<file path="config.mk">
export PLATFORM = sky130hd
export DESIGN_NAME = seg7_display_ctrl
export DESIGN_NICKNAME = d
export VERILOG_FILES = /design/src/rtl/seg7_display_ctrl.sv
export SDC_FILE = /design/constraint.sdc
export NUM_CORES = 1
export LEC_CHECK = 0
export ABC_AREA = 1
export CELL_PAD_IN_SITES_DETAIL_PLACEMENT = 1
export CELL_PAD_IN_SITES_GLOBAL_PLACEMENT = 1
export CORE_ASPECT_RATIO = 1.75
export CORE_MARGIN = 5
export CORE_UTILIZATION = 39
export DETAILED_ROUTE_END_ITERATION = 6
export GPL_ROUTABILITY_DRIVEN = 0
export HOLD_SLACK_MARGIN = 0.1
export PLACE_DENSITY = 0.81
export SYNTH_ARGS = -nofsm -noshare
export SYNTH_HDL_FRONTEND = slang
export SYNTH_SLANG_ARGS = --single-unit
</file>
<file path="constraint.sdc">
create_clock -name clk -period 6.4 [get_ports clk]
set_input_delay 0.96 -clock clk [delete_from_list [all_inputs] [get_ports clk]]
set_output_delay 0.96 -clock clk [all_outputs]
set_load 0.02 [all_outputs]
</file>
<file path="src/rtl/seg7_display_ctrl.sv">
// seg7_display_ctrl: converts NUM_FIELDS unsigned binary fields to BCD with a
// serial shift-add-3 engine (one bit per clock, field 0 first) and drives
// active-low 7-segment patterns for every digit once all fields are done.
// Fields too large for DIGITS_PER_FIELD digits show a dash on every digit.
// Optional build macro: SEG7_BLANK_LEADING_ZERO_EN -- blank leading zero
// digits of non-overflow fields (digit 0 is always shown).
module seg7_display_ctrl #(
    parameter int NUM_FIELDS       = 4,
    parameter int DIGITS_PER_FIELD = 2,
    parameter int DATA_W           = 32
) (
    input  logic                                     clk,
    input  logic                                     rst_n,
    input  logic                                     load,
    input  logic [NUM_FIELDS*DATA_W-1:0]             field_val,
    output logic                                     busy,
    output logic                                     done,
    output logic [NUM_FIELDS*DIGITS_PER_FIELD*7-1:0] seg
);

    localparam int BCD_W = DIGITS_PER_FIELD * 4;
    localparam int SEG_W = NUM_FIELDS * DIGITS_PER_FIELD * 7;
    localparam int FLD_W = (NUM_FIELDS > 1) ? $clog2(NUM_FIELDS) : 1;
    localparam int BIT_W = (DATA_W > 1) ? $clog2(DATA_W) : 1;

    localparam logic [FLD_W-1:0] FLD_LAST = FLD_W'(NUM_FIELDS - 1);
    localparam logic [BIT_W-1:0] BIT_LAST = BIT_W'(DATA_W - 1);

    localparam logic [1:0] S_IDLE   = 2'd0;
    localparam logic [1:0] S_CONV   = 2'd1;
    localparam logic [1:0] S_COMMIT = 2'd2;

    localparam logic [6:0] SEG_ZERO  = 7'b1000000;
    localparam logic [6:0] SEG_DASH  = 7'b0111111;
    localparam logic [6:0] SEG_BLANK = 7'b1111111;

    logic [1:0]                               r_state;
    logic [NUM_FIELDS-1:0][DATA_W-1:0]        r_shadow;
    logic [NUM_FIELDS-1:0][BCD_W-1:0]         r_bcd;
    logic [NUM_FIELDS-1:0]                    r_ovf;
    logic [FLD_W-1:0]                         r_fld;
    logic [BIT_W-1:0]                         r_bit;
    logic [SEG_W-1:0]                         r_seg;
    logic                                     r_done;

    logic [BCD_W-1:0]                         w_cur;
    logic [BCD_W-1:0]                         w_adj;
    logic [BCD_W-1:0]                         w_shifted;
    logic                                     w_carry;
    logic [SEG_W-1:0]                         w_seg_next;
    logic [3:0]                               w_dig;
`ifdef SEG7_BLANK_LEADING_ZERO_EN
    logic                                     w_lead;
`endif

    // All-"0" pattern used on reset, independent of the blanking option.
    function automatic logic [SEG_W-1:0] seg_all_zero();
        logic [SEG_W-1:0] v;
        v = '0;
        for (int i = 0; i < NUM_FIELDS * DIGITS_PER_FIELD; i++) v[i*7 +: 7] = SEG_ZERO;
        return v;
    endfunction

    // BCD digit to active-low {g,f,e,d,c,b,a} pattern.
    function automatic logic [6:0] seg_enc(input logic [3:0] v);
        case (v)
            4'd0:    seg_enc = 7'b1000000;
            4'd1:    seg_enc = 7'b1111001;
            4'd2:    seg_enc = 7'b0100100;
            4'd3:    seg_enc = 7'b0110000;
            4'd4:    seg_enc = 7'b0011001;
            4'd5:    seg_enc = 7'b0010010;
            4'd6:    seg_enc = 7'b0000010;
            4'd7:    seg_enc = 7'b1111000;
            4'd8:    seg_enc = 7'b0000000;
            4'd9:    seg_enc = 7'b0010000;
            default: seg_enc = SEG_BLANK;
        endcase
    endfunction

    // One double-dabble step on the field being converted: add 3 to digits
    // >= 5, then shift in the next MSB; the bit leaving the top is overflow.
    always_comb begin
        w_cur = r_bcd[r_fld];
        w_adj = '0;
        for (int d = 0; d < DIGITS_PER_FIELD; d++) begin
            if (w_cur[d*4 +: 4] >= 4'd5) w_adj[d*4 +: 4] = w_cur[d*4 +: 4] + 4'd3;
            else                         w_adj[d*4 +: 4] = w_cur[d*4 +: 4];
        end
        {w_carry, w_shifted} = {w_adj, r_shadow[r_fld][DATA_W-1]};
    end

    // Segment image for all fields, built from the finished accumulators.
    always_comb begin
        w_seg_next = '0;
        w_dig      = '0;
        for (int f = 0; f < NUM_FIELDS; f++) begin
`ifdef SEG7_BLANK_LEADING_ZERO_EN
            w_lead = 1'b1;
`endif
            for (int d = DIGITS_PER_FIELD - 1; d >= 0; d--) begin
                w_dig = r_bcd[f][d*4 +: 4];
                if (r_ovf[f]) begin
                    w_seg_next[(f*DIGITS_PER_FIELD+d)*7 +: 7] = SEG_DASH;
                end else begin
`ifdef SEG7_BLANK_LEADING_ZERO_EN
                    // w_lead stays high while every digit so far is zero.
                    w_lead = w_lead & (w_dig == 4'd0);
                    if (w_lead && (d != 0))
                        w_seg_next[(f*DIGITS_PER_FIELD+d)*7 +: 7] = SEG_BLANK;
                    else
                        w_seg_next[(f*DIGITS_PER_FIELD+d)*7 +: 7] = seg_enc(w_dig);
`else
                    w_seg_next[(f*DIGITS_PER_FIELD+d)*7 +: 7] = seg_enc(w_dig);
`endif
                end
            end
        end
    end

    // Control FSM: capture on load in IDLE, one bit per CONV cycle, then a
    // single COMMIT cycle that updates every field at once and pulses done.
    always_ff @(posedge clk or negedge rst_n) begin
        if (!rst_n) begin
            r_state  <= S_IDLE;
            r_shadow <= '0;
            r_bcd    <= '0;
            r_ovf    <= '0;
            r_fld    <= '0;
            r_bit    <= '0;
            r_seg    <= seg_all_zero();
            r_done   <= 1'b0;
        end else begin
            r_done <= 1'b0;
            case (r_state)
                S_IDLE: begin
                    if (load) begin
                        r_shadow <= field_val;
                        r_bcd    <= '0;
                        r_ovf    <= '0;
                        r_fld    <= '0;
                        r_bit    <= '0;
                        r_state  <= S_CONV;
                    end
                end
                S_CONV: begin
                    r_bcd[r_fld]    <= w_shifted;
                    r_ovf[r_fld]    <= r_ovf[r_fld] | w_carry;
                    r_shadow[r_fld] <= {r_shadow[r_fld][DATA_W-2:0], 1'b0};
                    if (r_bit == BIT_LAST) begin
                        r_bit <= '0;
                        if (r_fld == FLD_LAST) r_state <= S_COMMIT;
                        else                   r_fld   <= r_fld + 1'b1;
                    end else begin
                        r_bit <= r_bit + 1'b1;
                    end
                end
                S_COMMIT: begin
                    r_seg   <= w_seg_next;
                    r_done  <= 1'b1;
                    r_state <= S_IDLE;
                end
                default: r_state <= S_IDLE;
            endcase
        end
    end

    assign busy = (r_state != S_IDLE);
    assign done = r_done;
    assign seg  = r_seg;

endmodule

</file>
==> impl_metrics.yaml, run 1 <==
clock_tree:
  cts_resized: 0
  cts_hold_repair.buffers: 0
  cts_setup_buffers: 0
  clk-insertion-delay-late_ps: 530
  clk_pin_slew_ps: 70
  clock_path_buffers: 3
  cts_tree: "built"
  clock_sink_count: 230
  root_buffer: "clkbuf_16"
  h-tree-depth: 1
  cts_buffers: 23
worst_setup_path:
  arrival_ps: 4130
  start_kind: "input port"
  crit_type: "in2reg"
  r2r-end: "r_shadow[98]"
  crit_required_ps: 6800
  timing.rr.start: "r_fld[1]"
  r2r_setup_slack_ps: 2790
  ff2ff_path_depth: 8
  cp-end-kind: "flip-flop"
  cp_max_fo: 38
finish:
  layout.nets: 1865
  drive_gt1_share_pct: 5.297
  synthToLayoutAreaGrowth_pct: 23.55
  antenna_cells: 0
  layout_commonest_cell: "nand2_1"
  final_cell_mix: "nand2_1, dfrtp_1, clkdlybuf4s50_1"
timing:
  slew_headroom_pct: 25.50
  fin_crit_sh_pct: 58.35
  final-setup-viol-count: 0
  fmax_ghz: 0.2678
  min_period_ps: 3734
  rsz0062_at_grt: "no"
  worst_pin_slew_ps: 1115
  fin_skew_ps: 20.39
  finalMaxSlewViolations: 0
  finalHoldViolations: 0
  holdWs_ps: 442.1
  setup-tns-final_ps: 0
route:
  post_drt_wl_per_cell_microns: 19.84
  first_iter_violations: 663
  firstDrtPassIters: 5
  wl_microns: 41470
  via_count: 11560
  dr_wl_met2_microns: 22380
  highest_layer: "met4"
  vias_per_cell: 5.532
  drt-met1-wl_microns: 15240
  wl_met3_microns: 1559
  drc: 0
  ant_nets: 0
logic_synthesis:
  syn_inst: 1537
  synth_cell_types: 33
  synth_edf_count: 0
  async_reset_ff_share_pct: 100.0
  ys_ff_latch: 230
  ys_dominant_reg_cell: "dfrtp_1"
  syn_avg_cell_area_sq_um: 7.891
  yosys_warnings: 0
  syn-num-nets: 1718
  synth_seq_area_share_pct: 47.54
  syn_area_sq_mm: 0.01213
die:
  pin_count: 189
  core-area_sq_mm: 0.03074
  num_rows: 85
  die_h_microns: 243.3
  start_util_pct: 39.46
  die_w_microns: 143.3
  dieArea_sq_mm: 0.03486
place:
  io_buffers: 188
  dp_hpwl_microns: 28640
pwr:
  p_per_area_mw_per_mm2: 477.4
  vdd_drop_max_uv: 255.7
  p_leak_nw: 6.674
grt:
  grt_overflow_total: 0
  grt_usage_pct: 23.71
  antenna_found_initial: 0
  grt_first_pass_wirelength_microns: 66410
  grt_pass1_vias: 12530
  grt_max_degree: 133
worst_hold_path:
  hp-class: "in2async"
flow_run:
  cap_viol_max_count: 0
status:
  status: "completed"
logic make-up (layout without fill, tap and decap cells):
group / after synthesis / in the layout / synth area share [%]
AOI/OAI and AO/OA: 321 / 321 / 15.24
xor gates and xnor gates: 1 / 1 / 0.07223
and+or+nand+nor: 724 / 724 / 24.72
adders and majority gates: 50 / 50 / 5.158
buffers and inverters: 211 / 373 / 7.273
DFF: 230 / 230 / 47.54
stage by stage:
step / instance area (sq um) / std cells / util, % / setup WS, ps / power (mW)
after floorplan: 12130 / 1537 / - / 4388 / 4.645
after global placement: 14230 / 2050 / 46.31 / 2243 / 5.550
after detailed placement: 14230 / 2050 / 46.31 / 2119 / 5.742
after CTS: 14980 / 2090 / 48.75 / 2672 / 7.183
after global routing: 14980 / 2090 / 48.75 / 2445 / 7.714
final: 14980 / 2090 / 48.75 / 2666 / 7.154
worst max-delay path by stage:
stage | end | start
final | r_shadow[98] | load
after global routing | r_bcd[28] | load
after CTS | r_shadow[98] | load
after detailed placement | r_shadow[98] | load
after global placement | r_shadow[124] | load
after floorplan | r_shadow[25] | r_fld[0]
where the power goes:
| part | internal, mW | switching (mW) | total, mW | leakage, nW |
|---|---|---|---|---|
| Combinational | 1.08 | 2.35 | 3.43 | 3.61 |
| Clock | 0.799 | 0.596 | 1.40 | 0.369 |
| Sequential | 1.96 | 0.364 | 2.33 | 2.69 |
Yosys cell counts, types with 5 or more instances:
| cell | n | area [sq um] |
|---|---|---|
| nor2_1 | 59 | 221.5 |
| buf_2 | 35 | 175.2 |
| inv_2 | 10 | 37.54 |
| o211ai_1 | 66 | 495.5 |
| inv_1 | 124 | 465.5 |
| clkbuf_1 | 25 | 93.84 |
| ha_1 | 50 | 625.6 |
| nand3_1 | 161 | 805.8 |
| buf_4 | 8 | 60.06 |
| dfrtp_1 | 222 | 5555 |
| o21ai_0 | 116 | 580.6 |
| buf_1 | 5 | 18.77 |
| or2_2 | 16 | 100.1 |
| a31oi_1 | 8 | 50.05 |
| o221ai_1 | 6 | 52.55 |
| dfstp_2 | 8 | 210.2 |
| nand2_1 | 480 | 1802 |
| a22oi_1 | 6 | 45.04 |
| a21oi_1 | 106 | 530.5 |
| o22ai_1 | 7 | 43.79 |
worst max-delay path: stages:
cell and delay, ps:
clkdlybuf4s50_1 400, nand2_1 240, clkinv_2 510, nor2_4 950, inv_1 700, nand3_1 220, o211ai_1 120
final cells by class:
| class | count | area (sq um) |
|---|---|---|
| Fill cell | 3714 | 15750 |
| Sequential cell | 230 | 5767 |
| Multi-Input combinational cell | 1096 | 5495 |
| Timing Repair Buffer | 198 | 1974 |
| Clock buffer | 33 | 663.1 |
| Inverter | 135 | 508.0 |
| Tap cell | 391 | 489.2 |
| Clock inverter | 7 | 87.58 |
per-layer routing:
metal | vias to the layer above | track usage, %
met3 | 114 | 2.080
met5 | - | 0
met4 | 0 | 11.61
li1 | 5356 | -
met1 | 5781 | 26.19
met2 | 311 | 44.53
flip-flops by register name, indices dropped and copies added, names as in the netlist:
| signal | cells |
|---|---|
| r_ovf | 4 |
| seg | 56 |
| r_state | 2 |
| r_fld | 2 |
| r_bcd | 32 |
| done | 1 |
| r_bit | 5 |
| r_shadow | 128 |
No activity file was read; power rests on OpenSTA's default activity.
==> run 2: changes to the inputs <==
CORE_UTILIZATION = 36   (was 39)
PLACE_DENSITY = 0.78   (was 0.81)
clock period = 3.3 ns   (was 6.4 ns; I/O delays follow)
==> run 2 against run 1 <==
  * Register-to-register slack worse by 2100 ps
  * Sequential share of layout area is 0.61 points lower
  * Final cell count is 4.0% higher
  * Routed wire length increased by 2.8%
  * Core utilization shrank 3.3 points
  * Flip-flop and latch count unchanged
  * Worst hold slack gained 14 ps
  * Via count up 0.10%
  * Clock power rose by 86%
  * Largest power group unchanged
  * Global-route usage down 1.4 points
  * Die area rose by 7.9%
  * Critical path depth is 3 higher
==> impl_metrics.yaml, run 2 (same netlist as run 1, synthesis figures left out) <==
die:
  die_w_microns: 148.7
  start_util_pct: 36.18
  pin_count: 189
  core-area_sq_mm: 0.03352
  num_rows: 89
  die_h_microns: 252.8
  dieArea_sq_mm: 0.03760
timing:
  setup-tns-final_ps: 0
  finalMaxSlewViolations: 0
  final-setup-viol-count: 0
  fmax_ghz: 0.3863
  worst_pin_slew_ps: 933.2
  rsz0062_at_grt: "no"
  slew_headroom_pct: 37.79
  setup_ws_ps: 711.5
  finalHoldViolations: 0
  holdWs_ps: 456.2
  fin_skew_ps: 17.41
  min_period_ps: 2588
  fin_crit_sh_pct: 78.44
worst_setup_path:
  arrival_ps: 3020
  crit_required_ps: 3730
  timing.rr.start: "r_fld[0]"
  cp-end-kind: "flip-flop"
  start_kind: "flip-flop"
  ff2ff_path_depth: 10
  cp_max_fo: 50
  r2r-end: "r_bcd[7]"
  r2r_setup_slack_ps: 710
  crit_start: "r_fld[0]"
  crit_type: "reg2reg"
status:
  status: "completed"
route:
  ant_nets: 0
  via_count: 11570
  firstDrtPassIters: 5
  vias_per_cell: 5.326
  post_drt_wl_per_cell_microns: 19.62
  wl_microns: 42640
  first_iter_violations: 690
  drc: 0
grt:
  grt_overflow_total: 0
  grt_first_pass_wirelength_microns: 66960
  grt_max_degree: 84
  grt_pass1_vias: 12580
  grt_usage_pct: 22.26
  antenna_found_initial: 1
clock_tree:
  clock_path_buffers: 3
  h-tree-depth: 1
  root_buffer: "clkbuf_16"
  cts_resized: 0
  clk_pin_slew_ps: 70
  clk-insertion-delay-late_ps: 530
  clock_sink_count: 230
  cts_tree: "built"
  cts_buffers: 23
finish:
  fillers: 4076
  layout_commonest_cell: "nand2_1"
  multiInputGateArea_sq_mm: 0.005495
  finalInstanceArea_sq_mm: 0.01522
  synthToLayoutAreaGrowth_pct: 25.53
  largest_reg_flops: 128
  final_cells: 2173
  regMostFlops: "r_shadow"
  drive_gt1_share_pct: 6.228
  utilization_pct: 45.42
  ff_latch_area_sq_mm: 0.005767
  final_cell_mix: "nand2_1, dfrtp_1, clkdlybuf4s50_1"
  antenna_cells: 0
  layout.nets: 1883
pwr:
  vdd_drop_max_uv: 441.9
  fin_total_pwr_mw: 14.09
  p_leak_nw: 6.763
  p_per_area_mw_per_mm2: 925.4
flow_run:
  cap_viol_max_count: 0
place:
  dp_hpwl_microns: 29560
  pre_cts_ws_ps: 788.5
  io_buffers: 188
  place_inst: 2131
  dpl_cell_area_sq_mm: 0.01449
worst_hold_path:
  hp-class: "in2async"
==> run 2: what timing repair did <==
item / 4_1_cts / 5_1_grt
hold endpoints to repair: 42 / 0
hold buffers: 1 / 0
buffers inserted: 0 / 0
==> run 2: worst max path at each step <==
| stage | endpoint | slack [ps] | cells after the start |
|---|---|---|---|
| 2_1_floorplan | r_shadow[25] | 1290 | 11 |
| 3_3_place_gp | seg[23] | 830 | 8 |
| 5_1_grt | seg[23] | 610 | 8 |
| 4_1_cts | seg[23] | 760 | 8 |
| 6_report | r_bcd[7] | 710 | 10 |
| 3_5_place_dp | seg[23] | 790 | 8 |
==> run 2: cell type report <==
| type | instances | area share (%) |
|---|---|---|
| Sequential cell | 230 | 37.88 |
| Multi-Input combinational cell | 1096 | 36.09 |
| Timing Repair Buffer | 216 | 14.20 |
| Clock buffer | 33 | 4.290 |
| Tap cell | 455 | 3.739 |
| Inverter | 135 | 3.337 |
| Clock inverter | 8 | 0.4602 |
==> run 2: where the power goes <==
part	internal (mW)	switching [mW]	total, mW
Combinational	2.27	4.76	7.03
Clock	1.45	1.14	2.60
Sequential	3.81	0.656	4.47
==> run 2: routing by layer <==
| layer | GRT usage [%] | share of wire, % | wire [microns] |
|---|---|---|---|
| met1 | 24.46 | 37 | 15710 |
| met2 | 41.70 | 54 | 22890 |
| met3 | 2.346 | 4.1 | 1736 |
| met4 | 11.70 | 5.4 | 2283 |
| met5 | 0 | 0.030 | 13 |
==> run 2: worst max-delay path, stage by stage, from the launching register on <==
cell	delay, ps
dfrtp_2	420
buf_4	320
nand2_1	120
nand3_1	170
nand2_1	190
ha_1	160
inv_1	60
o21ai_0	660
buf_4	240
nand2_1	50
o21ai_0	110
==> run 3: changes to the inputs <==
CORE_UTILIZATION = 39   (was 36)
PLACE_DENSITY = 0.81   (was 0.78)
clock period = 2.4 ns   (was 3.3 ns; I/O delays follow)
==> run 3 against run 2 <==
  * Setup slack got worse by 630 ps
  * Power increased by 40%
  * Combinational power rose by 40%
  * Global-route usage increased by 2.3 points
  * Clock skew is 5.5 ps higher
  * Routed wire length up 0.52%
  * Via count is 1.1% higher
  * Sequential power is 37% higher
==> impl_metrics.yaml, run 3 (same netlist as run 1, synthesis figures left out) <==
status:
  status: "completed"
timing:
  slew_headroom_pct: 52.78
  setup-tns-final_ps: 0
  final-setup-viol-count: 0
  finalMaxSlewViolations: 0
  min_period_ps: 2316
  rsz0062_at_grt: "no"
  fmax_ghz: 0.4317
  worst_pin_slew_ps: 700.9
  fin_crit_sh_pct: 96.51
  fin_skew_ps: 22.86
  finalHoldViolations: 0
route:
  vias_per_cell: 5.488
  ant_nets: 0
  drc: 0
  post_drt_wl_per_cell_microns: 20.09
  first_iter_violations: 564
  dr_wl_met2_microns: 23420
  firstDrtPassIters: 6
  drt-met1-wl_microns: 15610
  wl_microns: 42860
  wl_met3_microns: 1446
  highest_layer: "met4"
  via_count: 11710
worst_setup_path:
  r2r_setup_slack_ps: 80
  crit_chain: "clkinv_2, nand2_1, nand3_1, nand2_1, ha_1, inv_1, o21ai_0, buf_4, nand2_1, o21ai_0"
  timing.rr.start: "r_fld[0]"
  ff2ff_path_depth: 10
  crit_slowest_cell: "o21ai_0"
  crit_buf_inv: 3
  path_common_cell: "nand2_1"
  start_kind: "flip-flop"
  crit_family: "compound AO/OA/AOI/OAI gates"
  r2r-end: "r_bcd[15]"
  cp-end-kind: "flip-flop"
  max_stage_delay_ps: 580
  crit_required_ps: 2840
  crit_type: "reg2reg"
  cp_max_fo: 20
  arrival_ps: 2760
finish:
  layout.nets: 1907
  largest_reg_flops: 128
  drive_gt1_share_pct: 7.352
  synthToLayoutAreaGrowth_pct: 26.46
  finalInstanceArea_sq_mm: 0.01534
  final_cells: 2133
  multiInputGateArea_sq_mm: 0.005495
  ff_latch_area_sq_mm: 0.005767
  layout_commonest_cell: "nand2_1"
  fillers: 3717
  regMostFlops: "r_shadow"
  final_cell_mix: "nand2_1, dfrtp_1, clkdlybuf4s50_1"
clock_tree:
  clk_pin_slew_ps: 70
  cts_buffers: 23
  clk-insertion-delay-late_ps: 530
  h-tree-depth: 1
  root_buffer: "clkbuf_16"
  cts_tree: "built"
  clock_path_buffers: 3
  clock_sink_count: 230
grt:
  grt_first_pass_wirelength_microns: 68300
  grt_max_degree: 69
  grt_overflow_total: 0
  antenna_found_initial: 1
  grt_pass1_vias: 12890
  grt_usage_pct: 24.55
die:
  pin_count: 189
  start_util_pct: 39.46
  num_rows: 85
  die_w_microns: 143.3
  die_h_microns: 243.3
  core-area_sq_mm: 0.03074
  dieArea_sq_mm: 0.03486
place:
  dp_hpwl_microns: 30270
  dpl_cell_area_sq_mm: 0.01458
  io_buffers: 188
  place_inst: 2091
pwr:
  vdd_drop_max_uv: 633.6
  p_leak_nw: 6.889
  p_per_area_mw_per_mm2: 1284
flow_run:
  cap_viol_max_count: 0
worst_hold_path:
  hp-class: "in2async"
## run 3: changes by cell type in the layout (fill, tap and decap cells not counted)
cell / previous run / this run
clkinv_2: 6 / 4
buf_12: 5 / 4
inv_2: 10 / 9
diode_2: 0 / 1
clkinvlp_4: 2 / 0
clkbuf_1: 6 / 8
bufinv_16: 1 / 2
buf_4: 22 / 47
clkbuf_8: 4 / 5
## run 3: cell type report
cell class	count	share of cell area, %
multi-input cells	1096	35.83
clock buffers	36	4.397
diodes	1	0.01632
well taps	391	3.190
flip-flops and latches	230	37.60
clock inverters	4	0.4568
inverters	135	3.320
repair buffers	240	15.19
## run 3: per-layer routing
metal  vias to the layer above  global-route usage, %
li1                       5435                      -
met1                      5861                  27.25
met2                       298                  46.07
met3                       112                  1.903
met4                         0                  12.17
met5                         -                      0
## run 3: through the flow
stage          total power, mW  hold slack [ps]  setup WS, ps  utilization (%)
2_1_floorplan            12.39            64.41         387.7                -
3_3_place_gp             15.40            356.4         245.1            47.43
3_5_place_dp             15.93            367.6         234.8            47.43
4_1_cts                  19.76            377.6         195.9            49.89
5_1_grt                  21.11            413.8         3.809            49.90
6_report                 19.70            388.8         83.80            49.90
## run 3: how the worst max path moves through the flow
stage	start	end	cells past startpoint	slack (ps)
6_report	r_fld[0]	r_bcd[15]	10	80
5_1_grt	r_fld[0]	r_bcd[6]	12	4
4_1_cts	r_fld[0]	r_bcd[6]	13	200
3_5_place_dp	r_fld[0]	r_bcd[6]	13	230
3_3_place_gp	r_fld[0]	r_bcd[15]	10	250
2_1_floorplan	r_fld[0]	r_shadow[25]	11	390
## run 3: what timing repair did
| item | CTS | global route |
|---|---|---|
| hold buffers | 1 | 0 |
| buffers inserted | 0 | 0 |
| endpoints found under the setup margin | 0 | 1 |
| resized for setup | 0 | 1 |
| hold endpoints to repair | 62 | 0 |
## run 3: power by group
| group | internal [mW] | total, mW | switching [mW] |
|---|---|---|---|
| clock network | 2.14 | 3.70 | 1.56 |
| logic | 3.24 | 9.86 | 6.62 |
| registers | 5.24 | 6.14 | 0.899 |
| total | 10.6 | 19.7 | 9.08 |
